### src/rtl/cam_lru_array_pkg.sv
// Shared types for the LRU CAM: sizing constants, key/value/index types
// and the per-entry storage record.
package cam_types;

   localparam int camsize_p   = 8;
   localparam int key_width_p = 16;
   localparam int val_width_p = 16;
   localparam int idx_width_p = $clog2(camsize_p);

   typedef logic [key_width_p-1:0] key_t;
   typedef logic [val_width_p-1:0] val_t;
   typedef logic [idx_width_p-1:0] idx_t;

   typedef struct packed {
      logic valid;
      key_t key;
      val_t val;
   } cam_entry_t;

endpackage

### src/rtl/cam_lru_array_ages.sv
// True-LRU age permutation: age 0 is MRU, camsize_p-1 is LRU.
// A touch moves one entry to age 0 and shifts younger entries back by one.
module cam_lru_ages
   import cam_types::*;
(
   input  logic clk,
   input  logic rst_n,
   input  logic touch_i,
   input  idx_t touch_idx_i,
   output idx_t lru_idx_o
);

   idx_t age_q [camsize_p];
   idx_t touch_age;

   assign touch_age = age_q[touch_idx_i];

   always_ff @(posedge clk) begin
      if (!rst_n) begin
         for (int i = 0; i < camsize_p; i++)
            age_q[i] <= idx_t'(camsize_p - 1 - i);
      end else if (touch_i) begin
         for (int i = 0; i < camsize_p; i++) begin
            if (idx_t'(i) == touch_idx_i)
               age_q[i] <= '0;
            else if (age_q[i] < touch_age)
               age_q[i] <= age_q[i] + 1'b1;
         end
      end
   end

   // Exactly one entry holds the maximum age.
   always_comb begin
      lru_idx_o = '0;
      for (int i = 0; i < camsize_p; i++)
         if (age_q[i] == idx_t'(camsize_p - 1))
            lru_idx_o = idx_t'(i);
   end

endmodule

### src/rtl/cam_lru_array.sv
// Fully associative CAM, one read or write per cycle, true-LRU replacement.
// Responses and hit/evict strobes are registered one cycle after the request.
module cam_lru_array
   import cam_types::*;
(
   input  logic                   clk,
   input  logic                   rst_n,
   input  logic                   valid_i,
   input  logic                   rw_n_i,
   input  logic [key_width_p-1:0] key_i,
   input  logic [val_width_p-1:0] val_i,
   output logic [val_width_p-1:0] val_o,
   output logic                   valid_o,
   output logic                   hit_o,
   output logic [idx_width_p-1:0] hit_idx_o,
   output logic                   evict_o,
   output logic [idx_width_p-1:0] evict_idx_o
);

   cam_entry_t ent_q [camsize_p];

   logic [camsize_p-1:0] match;
   logic hit;
   logic any_free;
   logic is_rd;
   logic is_wr;
   logic touch;
   idx_t hit_idx;
   idx_t free_idx;
   idx_t lru_idx;
   idx_t wr_idx;
   idx_t touch_idx;

   // Write hits reuse their entry, so at most one match bit is set.
   always_comb begin
      match   = '0;
      hit_idx = '0;
      for (int i = 0; i < camsize_p; i++) begin
         match[i] = ent_q[i].valid && (ent_q[i].key == key_i);
         if (match[i])
            hit_idx = hit_idx | idx_t'(i);
      end
      hit = |match;
   end

   always_comb begin
      any_free = 1'b0;
      free_idx = '0;
      for (int i = camsize_p - 1; i >= 0; i--) begin
         if (!ent_q[i].valid) begin
            any_free = 1'b1;
            free_idx = idx_t'(i);
         end
      end
   end

   always_comb begin
      is_rd     = valid_i & rw_n_i;
      is_wr     = valid_i & ~rw_n_i;
      wr_idx    = hit ? hit_idx : (any_free ? free_idx : lru_idx);
      touch     = (is_rd & hit) | is_wr;
      touch_idx = is_wr ? wr_idx : hit_idx;
   end

   cam_lru_ages u_ages (
      .clk         (clk),
      .rst_n       (rst_n),
      .touch_i     (touch),
      .touch_idx_i (touch_idx),
      .lru_idx_o   (lru_idx)
   );

   always_ff @(posedge clk) begin
      if (!rst_n) begin
         for (int i = 0; i < camsize_p; i++)
            ent_q[i] <= '0;
      end else if (is_wr) begin
         ent_q[wr_idx] <= '{valid: 1'b1, key: key_i, val: val_i};
      end
   end

   always_ff @(posedge clk) begin
      if (!rst_n) begin
         val_o       <= '0;
         valid_o     <= 1'b0;
         hit_o       <= 1'b0;
         hit_idx_o   <= '0;
         evict_o     <= 1'b0;
         evict_idx_o <= '0;
      end else begin
         valid_o     <= is_rd & hit;
         hit_o       <= valid_i & hit;
         hit_idx_o   <= hit ? hit_idx : '0;
         evict_o     <= is_wr & ~hit & ~any_free;
         evict_idx_o <= (is_wr & ~hit & ~any_free) ? lru_idx : '0;
         if (is_rd & hit)
            val_o <= ent_q[hit_idx].val;
      end
   end

endmodule

### config.mk
export PLATFORM = sky130hd
export DESIGN_NAME = cam_lru_array
export DESIGN_NICKNAME = d
export VERILOG_FILES = /design/src/rtl/cam_lru_array_pkg.sv /design/src/rtl/cam_lru_array_ages.sv /design/src/rtl/cam_lru_array.sv
export SDC_FILE = /design/constraint.sdc
export NUM_CORES = 1
export LEC_CHECK = 0
export ABC_CLOCK_PERIOD_IN_PS = 5450
export CAP_MARGIN = 20
export CORE_ASPECT_RATIO = 1.4
export CORE_UTILIZATION = 45
export CTS_CLUSTER_SIZE = 24
export DETAILED_ROUTE_END_ITERATION = 10
export GPL_TIMING_DRIVEN = 0
export PLACE_DENSITY_LB_ADDON = 0.2
export SETUP_SLACK_MARGIN = 0.15
export SYNTH_ARGS = -nofsm -noshare
export SYNTH_HDL_FRONTEND = slang
export SYNTH_HIERARCHICAL = 1
export SYNTH_SLANG_ARGS = --single-unit
### constraint.sdc
create_clock -name clk -period 5.45 [get_ports clk]
set_input_delay 0.8175 -clock clk [delete_from_list [all_inputs] [get_ports clk]]
set_output_delay 0.8175 -clock clk [all_outputs]
set_load 0.05 [all_outputs]
==> results.py, run 1 <==
metrics = {
    "logic_synthesis": {
        "ys_ff_latch": 313,
        "synth_area_per_cell_um2": 13.16,
        "synth_common_cells": "280 x edfxtp_1, 263 x and2_1, 121 x xor2_1, 63 x mux2i_1, 53 x nand2_1",
        "synth_cells": 1227,
        "synth.distinct_cells": 81,
        "yosys_warnings": 6,
        "synth_area_um2": 16150,
        "synth_edf_count": 280,
        "synth-seq-area-share_pct": 56.17,
        "ys.flop_type": "edfxtp_1",
        "syn_nets": 1294,
        "synth.largest_area_cell": "edfxtp_1",
        "post-synth-top-count-cell": "edfxtp_1",
        "async_reset_ff_share_pct": 0,
        "synth.area.top_cells": "edfxtp_1 52%, and2_1 10%, xor2_1 6.6%",
        "synth_top_area_share_pct": 52.08,
    },
    "global_routing": {
        "grt-busiest-layer": "met2",
        "grt_pass1_wl_um": 63020,
        "grtUsageMet1_pct": 28.32,
        "track_usage_pct": 23.63,
        "antenna_found_initial": 0,
        "use_met2_pct": 42.41,
        "gr-usage-met3_pct": 2.883,
        "grt_max_degree": 24,
        "gr-total-overflow": 0,
        "first_global_vias": 10022,
    },
    "timing": {
        "hold_viol": 0,
        "drv_slew": 0,
        "tns_ns": 0,
        "setup_viol": 0,
        "fmaxAchievable_ghz": 0.1984,
        "fin_crit_ns": 5.040,
        "slew_headroom_pct": 32.29,
        "finClkSkew_ns": 0.01058,
        "hold_slack_ns": 0.4672,
        "worstMarginPinSlew_ns": 1.016,
        "fin_crit_sh_pct": 92.48,
        "fin_ws_ns": 0.4097,
        "rsz0062_at_grt": "false",
    },
    "setup_path": {
        "path_cells": "buf_4 > buf_6 > xor2_1 > nor4_2 > nand4_1 > o22ai_2 > nor2_1 > nand2_1 > buf_2 > mux4_2 > mux2i_4 > ha_1 > o21ai_0 > nor4b_2 > nor2_1 > o21ai_0",
        "cp-start-kind": "input pin",
        "crit_path_start": "key_i[9]",
        "worstReg2RegStart": "ent_q[6][23]",
        "crit_fanout": 10,
        "cp-end-kind": "register",
        "crit_path_max_incr_delay_ns": 0.58,
        "crit_type": "input pin to register",
        "required_ns": 5.67,
        "worstPathArrival_ns": 5.26,
        "cpMaxStageDelayCell": "mux4_2",
    },
    "die": {
        "die_h_um": 226.1,
        "num_io_pins": 61,
        "placement_rows": 81,
        "dieArea_um2": 36650,
        "core_um2": 35170,
        "die_width_um": 162.1,
        "start_util_pct": 45.91,
    },
    "cts": {
        "cts_inserted_buffers": 31,
        "clock-root-buffer": "clkbuf_16",
        "cts_sinks": 313,
        "clockBufferDepth": 3,
        "holdBufCountCts": 0,
        "cts_tree": "yes",
        "clkTransAtPathRegs_ns": 0.06,
        "h-tree-depth": 1,
        "clk-insertion-delay-late_ns": 0.57,
    },
    "min_path": {
        "hp-class": "register to register",
        "hp-start": "val_o[4]",
    },
    "power": {
        "p_per_area_nw_per_um2": 285.9,
        "irDropWorstVdd_v": 0.0002369,
        "p_leak_uw": 0.006824,
    },
    "detailed_routing": {
        "antenna_left": 0,
        "vias": 9794,
        "wirelength_um": 42090,
        "drt_pass1_iterations": 5,
        "wire_per_inst_um": 23.48,
        "drtIter0Drc": 578,
        "drc": 0,
        "via_per_inst": 5.462,
    },
    "cells_and_area": {
        "nets": 1380,
        "drive_gt1_share_pct": 16.75,
        "num_antenna_cells": 0,
        "final_cell_area_um2": 18580,
        "syn2layout_area_growth_pct": 15.08,
    },
    "placement": {
        "dp_hpwl_um": 28820,
        "dp_worst_setup_slack_ns": -1.147,
        "port_buffers": 44,
        "place_area_um2": 17440,
        "routabilityCongestion": 0.8407,
    },
    "status": {
        "outcome": "complete, no violations",
    },
    "job": {
        "maxCapViolations": 0,
    },
}
## power by group
group | internal, uW | switching, uW
combinational | 156 | 251
clock | 1230 | 936
sequential | 2700 | 38.1
total | 4090 | 1230
## layout make-up
type	count	area, um2
fillers	2954	16590
flip-flops and latches	313	9069
multi-input cells	824	6505
clock buffers	37	838.3
plain buffers	80	740.7
repair buffers	53	635.6
well taps	456	570.5
clock inverters	20	183.9
inverters	10	37.54
## layer usage
metal	share of wire, %	vias up	wire length, um
met4	3.8	0	1605
met1	40	4865	16950
li1	-	4593	-
met5	0	-	0
met3	4.0	86	1689
met2	52	250	21850
## sequential cells by signal (all words and copies together) (netlist names)
name and count:
evict_idx_o 3, evict_o 1, ent_q 264, val_o 16
u_ages/age_q 24, hit_idx_o 3, valid_o 1, hit_o 1
## cell usage in the layout, fill, tap and decap left out, types with 9 or more instances in the layout
| cell type | count |
|---|---|
| buf_6 | 46 |
| nor4_2 | 10 |
| nor2_1 | 17 |
| nand4_1 | 9 |
| and2_1 | 263 |
| mux2i_1 | 61 |
| mux2_2 | 18 |
| ha_1 | 31 |
| inv_1 | 9 |
| o22ai_1 | 17 |
| clkbuf_16 | 31 |
| dfxtp_1 | 33 |
| nand2_1 | 53 |
| nor4_1 | 15 |
| buf_4 | 18 |
| xor2_1 | 121 |
| a2bb2oi_2 | 10 |
| clkinv_2 | 9 |
| nor2_4 | 9 |
| nand3_1 | 15 |
| o21ai_4 | 10 |
| edfxtp_1 | 280 |
| o21ai_0 | 16 |
| clkdlybuf4s50_1 | 44 |
| nor3_1 | 17 |
## kinds of logic (layout without fill, tap and decap cells)
kind of cell	count (synthesis)	in the layout	share of synthesized area, %
buf+inv	90	200	4.805
mux	89	89	6.153
flops	313	313	56.17
compound gates	124	124	6.138
xor+xnor	129	129	6.998
simple gates	451	451	17.34
fa+ha+maj	31	31	2.402
## stage by stage
stage          total power, uW  std cells  util (%)
5_1_grt                   5468       1793     52.83
2_1_floorplan             3027       1227         -
4_1_cts                   5328       1793     52.69
6_report                  5312       1793     52.83
3_5_place_dp              3183       1736     49.60
3_3_place_gp              3165       1727     48.79
## critical path: cells and delay by family
family / cells / cell delay, ns
AOI/OAI and AO/OA: 3 / 0.76
buffers and inverters: 3 / 0.64
muxes: 2 / 0.93
xor gates and xnor gates: 1 / 0.16
and+or+nand+nor: 6 / 1.65
adders and majority gates: 1 / 0.30
## final timing paths
kind | to | slack, ns | depth (start not counted)
setup / recovery | u_ages/age_q[4][0] | 0.41 | 16
hold / removal | val_o[4] | 0.47 | 2
setup reg to reg | u_ages/age_q[4][0] | 0.46 | 16
hold reg to reg | val_o[4] | 0.47 | 2
## repair_timing
item / CTS / global route
setup endpoints to repair: 48 / 24
buffers inserted: 0 / 0
resized for setup: 11 / 9
hold endpoints to repair: 0 / 0
cloned: 0 / 0
No activity file was read; power rests on OpenSTA's default activity.
==> run 2, diff against run 1 <==
--- a/config.mk
+++ b/config.mk
@@ -9,7 +9,7 @@
 export CAP_MARGIN = 20
 export CORE_ASPECT_RATIO = 1.4
 export CORE_UTILIZATION = 45
-export CTS_CLUSTER_SIZE = 24
+export CTS_CLUSTER_SIZE = 20
 export DETAILED_ROUTE_END_ITERATION = 10
 export GPL_TIMING_DRIVEN = 0
 export PLACE_DENSITY_LB_ADDON = 0.2
==> results of run 2 <==
No change in the layout: final DEF, timing and power equal those of run 1.
==> run 3, diff against run 2 <==
--- a/config.mk
+++ b/config.mk
@@ -8,11 +8,12 @@
 export ABC_CLOCK_PERIOD_IN_PS = 5450
 export CAP_MARGIN = 20
 export CORE_ASPECT_RATIO = 1.4
-export CORE_UTILIZATION = 45
+export CORE_UTILIZATION = 55
 export CTS_CLUSTER_SIZE = 20
 export DETAILED_ROUTE_END_ITERATION = 10
 export GPL_TIMING_DRIVEN = 0
 export PLACE_DENSITY_LB_ADDON = 0.2
+export REMOVE_ABC_BUFFERS = 1
 export SETUP_SLACK_MARGIN = 0.15
 export SYNTH_ARGS = -nofsm -noshare
 export SYNTH_HDL_FRONTEND = slang
==> run 3 against run 2 <==
Against the previous run: via count shrank 2.8%; global-route usage is 0.67 points higher; largest power group unchanged; worst setup slack got worse by 0.031 ns.
==> results.py, run 3 (synthesis gave the netlist of run 1 again) <==
metrics = {
    "cells_and_area": {
        "largest_reg_flops": 264,
        "seq_area_um2": 9069,
        "fillers": 2174,
        "fin_cells": 1650,
        "nets": 1318,
        "final_cell_area_um2": 17880,
        "final_cell_mix": "280 x edfxtp_1, 263 x and2_1, 121 x xor2_1",
        "drive_gt1_share_pct": 12.71,
        "num_antenna_cells": 0,
        "final_common_cell": "edfxtp_1",
        "multi_input_area_um2": 6511,
        "top_regs": "ent_q x264, u_ages/age_q x24, val_o x16",
        "top_register": "ent_q",
        "syn2layout_area_growth_pct": 10.76,
    },
    "die": {
        "dieArea_um2": 30050,
        "start_util_pct": 56.48,
        "placement_rows": 73,
        "die_width_um": 146.8,
        "num_io_pins": 61,
        "core_um2": 28590,
        "die_h_um": 204.7,
    },
    "detailed_routing": {
        "wirelength_um": 35240,
        "antenna_left": 0,
        "wire_per_inst_um": 21.35,
        "met3_length_um": 1462,
        "met2_length_um": 17990,
        "top_layer": "met5",
        "vias": 9524,
        "met1_length_um": 14760,
        "drc": 0,
        "drtIter0Drc": 667,
        "via_per_inst": 5.772,
        "drt_pass1_iterations": 5,
    },
    "min_path": {
        "hp-class": "register to register",
    },
    "cts": {
        "cts_setup_buffers": 0,
        "clockBufferDepth": 3,
        "clock-root-buffer": "clkbuf_16",
        "holdBufCountCts": 0,
        "clk-insertion-delay-late_ns": 0.58,
        "postCtsResizedCells": 61,
        "cts_sinks": 313,
        "clkTransAtPathRegs_ns": 0.06,
        "cts_tree": "yes",
        "h-tree-depth": 1,
        "cts_inserted_buffers": 30,
    },
    "timing": {
        "setup_viol": 0,
        "fin_crit_ns": 5.071,
        "fmaxAchievable_ghz": 0.1972,
        "hold_viol": 0,
        "drv_slew": 0,
        "fin_crit_sh_pct": 93.05,
        "slew_headroom_pct": 31.42,
        "finClkSkew_ns": 0.01562,
        "worstMarginPinSlew_ns": 1.029,
        "rsz0062_at_grt": "false",
        "fin_ws_ns": 0.3788,
    },
    "placement": {
        "dp_worst_setup_slack_ns": -1.942,
        "place_area_um2": 16820,
        "routabilityCongestion": 0.9119,
        "placed_cells": 1594,
        "dp_hpwl_um": 22210,
        "port_buffers": 60,
    },
    "setup_path": {
        "crit_path_max_incr_delay_ns": 0.56,
        "cpMaxStageDelayCell": "mux4_2",
        "crit_fanout": 16,
        "cp-end-kind": "register",
        "crit_type": "input pin to register",
        "cp_top_family": "simple AND/OR/NAND/NOR gates",
        "required_ns": 5.67,
        "worstPathArrival_ns": 5.29,
        "cp-start-kind": "input pin",
        "cp_num_buf_inv": 1,
        "path_cells": "clkdlybuf4s18_2 > xor2_1 > nor4_2 > nand4_1 > o22ai_2 > nor2_1 > nand2_4 > mux4_2 > mux2i_4 > ha_1 > o21ai_0 > nor4b_1 > nor2_1 > o21ai_0",
    },
    "power": {
        "p_per_area_nw_per_um2": 285.6,
        "irDropWorstVdd_v": 0.0002670,
        "p_leak_uw": 0.006450,
    },
    "global_routing": {
        "grt_max_degree": 36,
        "track_usage_pct": 24.30,
        "first_global_vias": 9534,
        "antenna_found_initial": 1,
        "gr-total-overflow": 0,
        "grt_pass1_wl_um": 54720,
    },
    "status": {
        "outcome": "complete, no violations",
    },
    "job": {
        "maxCapViolations": 0,
    },
}
==> run 3: final cells by class <==
cell class / count / share of cell area, %
clock buffers: 48 / 4.800
clock inverters: 8 / 0.4408
well taps: 375 / 2.624
flip-flops and latches: 313 / 50.71
inverters: 10 / 0.2099
repair buffers: 72 / 4.807
multi-input cells: 824 / 36.41
==> run 3: worst paths after layout <==
path	startpoint	to	slack, ns	depth (start not counted)
max	key_i[4]	u_ages/age_q[2][2]	0.38	14
min reg2reg	val_o[14]	val_o[14]	0.47	2
min	val_o[14]	val_o[14]	0.47	2
max reg2reg	ent_q[1][20]	u_ages/age_q[2][2]	0.73	13
==> run 3: per-stage QoR <==
step	TNS [ns]	utilization [%]	total power, uW	hold slack [ns]
floorplan	-42.20	-	2978	0.4911
global placement	-1322.25	57.63	3133	0.4578
detailed placement	-90.93	58.82	3152	0.4580
CTS	0	62.43	5138	0.4729
global route	0	62.55	5274	0.4817
finish	0	62.55	5107	0.4720
==> run 3: metal layers <==
metal / GRT usage (%) / vias to the layer above
met4: 8.817 / 2
li1: - / 4469
met5: 0 / -
met2: 43.35 / 234
met1: 30.30 / 4763
met3: 2.806 / 56
==> run 3: power by group <==
| group | internal (uW) | switching [uW] |
|---|---|---|
| clock network | 1120 | 877 |
| logic | 140 | 233 |
| registers | 2700 | 37.7 |
==> run 3: worst min-delay path, delay by kind of cell, from the launching register on <==
family	cells	cell delay [ns]
AO/OA/AOI/OAI	1	0.06
AND/OR/NAND/NOR	1	0.04
flip-flops	1	0.34
==> RTL edit 1: new RTL, settings of run 1 <==
Register the output `hit_idx_o` once more, with the module's reset; this adds one clock of latency there. The other outputs are not delayed to match.
--- a/src/rtl/cam_lru_array.sv
+++ b/src/rtl/cam_lru_array.sv
@@ -17,4 +17,6 @@
    output logic [idx_width_p-1:0] evict_idx_o
 );
+
+   logic [idx_width_p-1:0] hit_idx_s0;
 
    cam_entry_t ent_q [camsize_p];
@@ -85,5 +87,5 @@
          valid_o     <= 1'b0;
          hit_o       <= 1'b0;
-         hit_idx_o   <= '0;
+         hit_idx_s0  <= '0;
          evict_o     <= 1'b0;
          evict_idx_o <= '0;
@@ -91,5 +93,5 @@
          valid_o     <= is_rd & hit;
          hit_o       <= valid_i & hit;
-         hit_idx_o   <= hit ? hit_idx : '0;
+         hit_idx_s0  <= hit ? hit_idx : '0;
          evict_o     <= is_wr & ~hit & ~any_free;
          evict_idx_o <= (is_wr & ~hit & ~any_free) ? lru_idx : '0;
@@ -99,4 +101,12 @@
    end
 
+   always_ff @(posedge clk) begin
+      if (!rst_n) begin
+         hit_idx_o <= '0;
+      end else begin
+         hit_idx_o <= hit_idx_s0;
+      end
+   end
+
 endmodule
 
Behaviour: not the same (a bounded check fails within 4 cycles, from zero or initial values and one cycle with rst_n low).
==> RTL edit 1 against run 1 <==
Non-clock buffer count is 3 higher. Via count is 8.5% higher. Register-to-register slack better by 0.12 ns. Setup slack worse by 0.00094 ns. Die area is 0.64% lower. Largest power group unchanged. Synthesized area is 0.64% lower. Maximum frequency hardly changed. Power is 0.82% lower. Cell area is 1.4% lower. Sequential cell count is 3 higher. Wire length is 6.2% higher.
==> RTL edit 1: results (changes against run 1) <==
Run status
  – Status: finished, final reports clean

Critical path
  – Crit path DAT: 5.27 ns (about the same)
  – Worst Setup SP: key_i[14]
  – RR Startpoint: ent_q[2][24]$_DFFE_PP_
  – Critical Path Fanout Max: 19 (+9)

Min path
  – Worst hold start: hit_idx_s0[2]$_SDFF_PN0_

Drt
  – M1 WL: 17,400 um (+2.7%)
  – Vias per inst: 5.73 (+5.0%)
  – WL met2: 23,400 um (+7.0%)
  – Post-detailed-routing wire length: 44,700 um (+6.2%)
  – Wire length per cell: 24.1 um (+2.7%)
  – Wire length on met3: 1780 um (+5.5%)
  – Iter 0 DRT Violations: 755 (+31%)
  – Pre-antenna DRT Iters: 6 (+1)

Cells and area
  – Fillers: 3,109 (+5.2%)
  – Layout cells sized above 1: 0.114 (-0.0531)
  – Largest regs: ent_q: 264 flops, u_ages/age_q: 24 flops, val_o: 16 flops
  – Area grow syn2layout: 14.2%

Pwr
  – Cell Pwr Density: 288 mW/mm2 (+0.63%)
  – Sw Share: 0.235 (+0.00450)
  – Leak Pwr: 6.68 nW (-2.2%)
  – Clock-net power: 2.07 mW (-5%)

Place
  – Dpl cells: 1,796 (+3.5%)
  – Final HPWL DP: 31,700 um (+10%)
  – GP Congestion: 0.865 (+2.9%)
  – Pre-CTS WS: -1.72 ns (-0.575 ns)

Synthesis
  – Compound-Gate Fraction of Synth Area: 0.0647 (+0.00336)
  – Mux cell area share after synthesis: 0.0514 (-0.0101)
  – Register area share after synthesis: 0.569 (+0.00738)
  – Mean Syn Cell Area: 12.4 um2 (-5.4%)
  – Net count after synthesis: 1,356 (+4.8%)
  – Synth top area cells: edfxtp_1 52%, and2_1 9.2%, xnor2_1 5.2%
  – Post-Synth XOR/XNOR Area: 0.0704 (+0.000453)
  – Adder-Cell Fraction of Synth Area: 0.0242 (+0.000156)
  – Synth cell count leaders: 280 x edfxtp_1, 237 x and2_1, 95 x xnor2_1

STA
  – Worst Max-Slew Pin Slew: 1.09 ns (+0.0705 ns)

Global routing
  – Grt met2 use: 0.458 (+0.0335)
  – Initial antenna violation count: 0 (unchanged)
  – Total track usage: 0.251 (+0.0143)
  – Pin count of the biggest net entering global routing: 33 (+38%)
  – First-pass GRT wire length: 66,700 um (+5.9%)
  – Routing usage on met1: 0.295 (+0.0117)
  – Met3 Use GR: 0.0237 (-0.00509)
  – Vias in the first global route: 10,600 (+6.3%)

Clock network
  – Resize count post-CTS: 13 (+2)
RTL edit 1: cell type report:
class,count,share of cell area
Timing Repair Buffer,53,0.0333
Clock buffer,45,0.0474
Inverter,28,0.00574
Clock inverter,12,0.00444
Tap cell,456,0.0312
Multi-Input combinational cell,861,0.355
Sequential cell,316,0.498
Buffer,83,0.0243
RTL edit 1: worst paths after layout:
kind / depth (start not counted) / end / slack, ns
max: 17 / u_ages/age_q[7][0]$_SDFFCE_PN0P_ / 0.41
min: 1 / hit_idx_o[2]$_SDFF_PN0_ / 0.44
max reg2reg: 15 / u_ages/age_q[7][0]$_SDFFCE_PN0P_ / 0.58
min reg2reg: 1 / hit_idx_o[2]$_SDFF_PN0_ / 0.44
RTL edit 1: worst max-delay path: cells and delay by family:
family | cells | cell delay, ns
buffers and inverters | 4 | 1.20
and+or+nand+nor | 5 | 1.11
muxes | 2 | 0.89
AOI/OAI and AO/OA | 4 | 0.72
adders and majority gates | 1 | 0.30
xor gates and xnor gates | 1 | 0.22
==> RTL edit 2: new RTL, config.mk and constraints of run 1 <==
Made on the original files. Change the package constant `val_width_p` from 16 to 24.
--- a/src/rtl/cam_lru_array_pkg.sv
+++ b/src/rtl/cam_lru_array_pkg.sv
@@ -5,5 +5,5 @@
    localparam int camsize_p   = 8;
    localparam int key_width_p = 16;
-   localparam int val_width_p = 16;
+   localparam int val_width_p = 24;
    localparam int idx_width_p = $clog2(camsize_p);
 
Ports: changed (resized val_i and val_o); port bits go from 61 to 77. No check against the original RTL was run, so the function may have changed too.
==> RTL edit 2 against run 1 <==
Cell area is 18% higher. Setup slack lost 0.014 ns. Global-route usage fell by 0.29 points. Synthesized area up 17%. First-iteration DRC count rose by 26%. Utilization grew 0.30 points. Sequential cell count rose by 72. Wire length increased by 17%. Hold slack better by 0.015 ns. Power up 26%. Clock power up 34%. Critical path type unchanged. Largest power group unchanged.
==> RTL edit 2: results (changes against run 1) <==
Critical path
  – CP top delay family: buffers and inverters
  – CP peak stage delay: 0.55 ns (-0.03 ns)
  – CP endpoint: u_ages/age_q[5][0]$_SDFFCE_PN0P_
  – R2R Setup Slk: 0.48 ns (+0.02 ns)
  – Crit path DAT: 5.25 ns (about the same)

Synthesis
  – Netlist cell types: 67 (-17%)
  – Net count after synthesis: 1,502 (+16%)
  – Adder-Cell Fraction of Synth Area: 0.0205 (-0.00349)
  – Compound-Gate Fraction of Synth Area: 0.0649 (+0.00353)
  – Post-Synth XOR/XNOR Area: 0.0602 (-0.00978)
  – Mean Syn Cell Area: 13.2 um2 (+0.61%)
  – Synth cell count leaders: 344 x edfxtp_1, 323 x and2_1, 99 x mux2i_1
  – Mux cell area share after synthesis: 0.0622 (+0.000658)
  – Synth top area cells: edfxtp_1 55%, and2_1 11%, mux2i_1 5.2%

Place
  – GP Congestion: 0.914 (+8.8%)
  – Pre-CTS WS: -1.11 ns (+0.0348 ns)
  – Placed Area: 0.0204 mm2 (+17%)

Pwr
  – Max IR drop VDD: 0.266 mV (+12%)

Cells and area
  – Fin cells: 2,117 (+18%)
  – Nets: 1,622 (+18%)

Min path
  – Hold endpoint: val_o[14]$_SDFFE_PN0P_

Clock network
  – CTS Buf Count: 40 (+29%)
  – H-tree depth: 2 (+1)
  – Resize count post-CTS: 9 (-2)
  – Postcts setup bufs: 5 (+5)

Global routing
  – Vias in the first global route: 12,000 (+20%)
  – Routing usage on met1: 0.277 (-0.00628)
  – First-pass GRT wire length: 73,700 um (+17%)
  – Grt met2 use: 0.435 (+0.0106)
  – Total track usage: 0.233 (-0.00287)

Run status
  – Status: finished, final reports clean

STA
  – Hold Slack: 0.483 ns (+0.0154 ns)
-- RTL edit 2: cell count changes in the layout (fill, tap and decap cells not counted), sizes merged, moves of 36 or more --
cell	delta
edfxtp	+64
and2	+60
xnor2	+59
xor2	-59
clkbuf	+45
mux2i	+36
-- RTL edit 2: layout make-up --
type,count,area [um2]
timing repair buffer,78,843
clock inverter,14,205
clock buffer,58,1180
sequential,385,11200
buffer,96,554
fill,3544,19400
inverter,11,41.3
tap,540,676
multi-input combinational,935,7280
-- RTL edit 2: power breakdown --
part | switching, mW | internal (mW) | leakage (nW)
combinational | 0.288 | 0.170 | 3.25
sequential | 0.0446 | 3.32 | 3.86
clock | 1.15 | 1.75 | 0.674
total | 1.48 | 5.23 | 7.79
-- RTL edit 2: layer usage --
metal / up-vias / share of wire
li1: 5487 / -
met1: 5884 / 0.40
met2: 249 / 0.53
met3: 71 / 0.033
met4: 4 / 0.029
met5: - / 0.00061
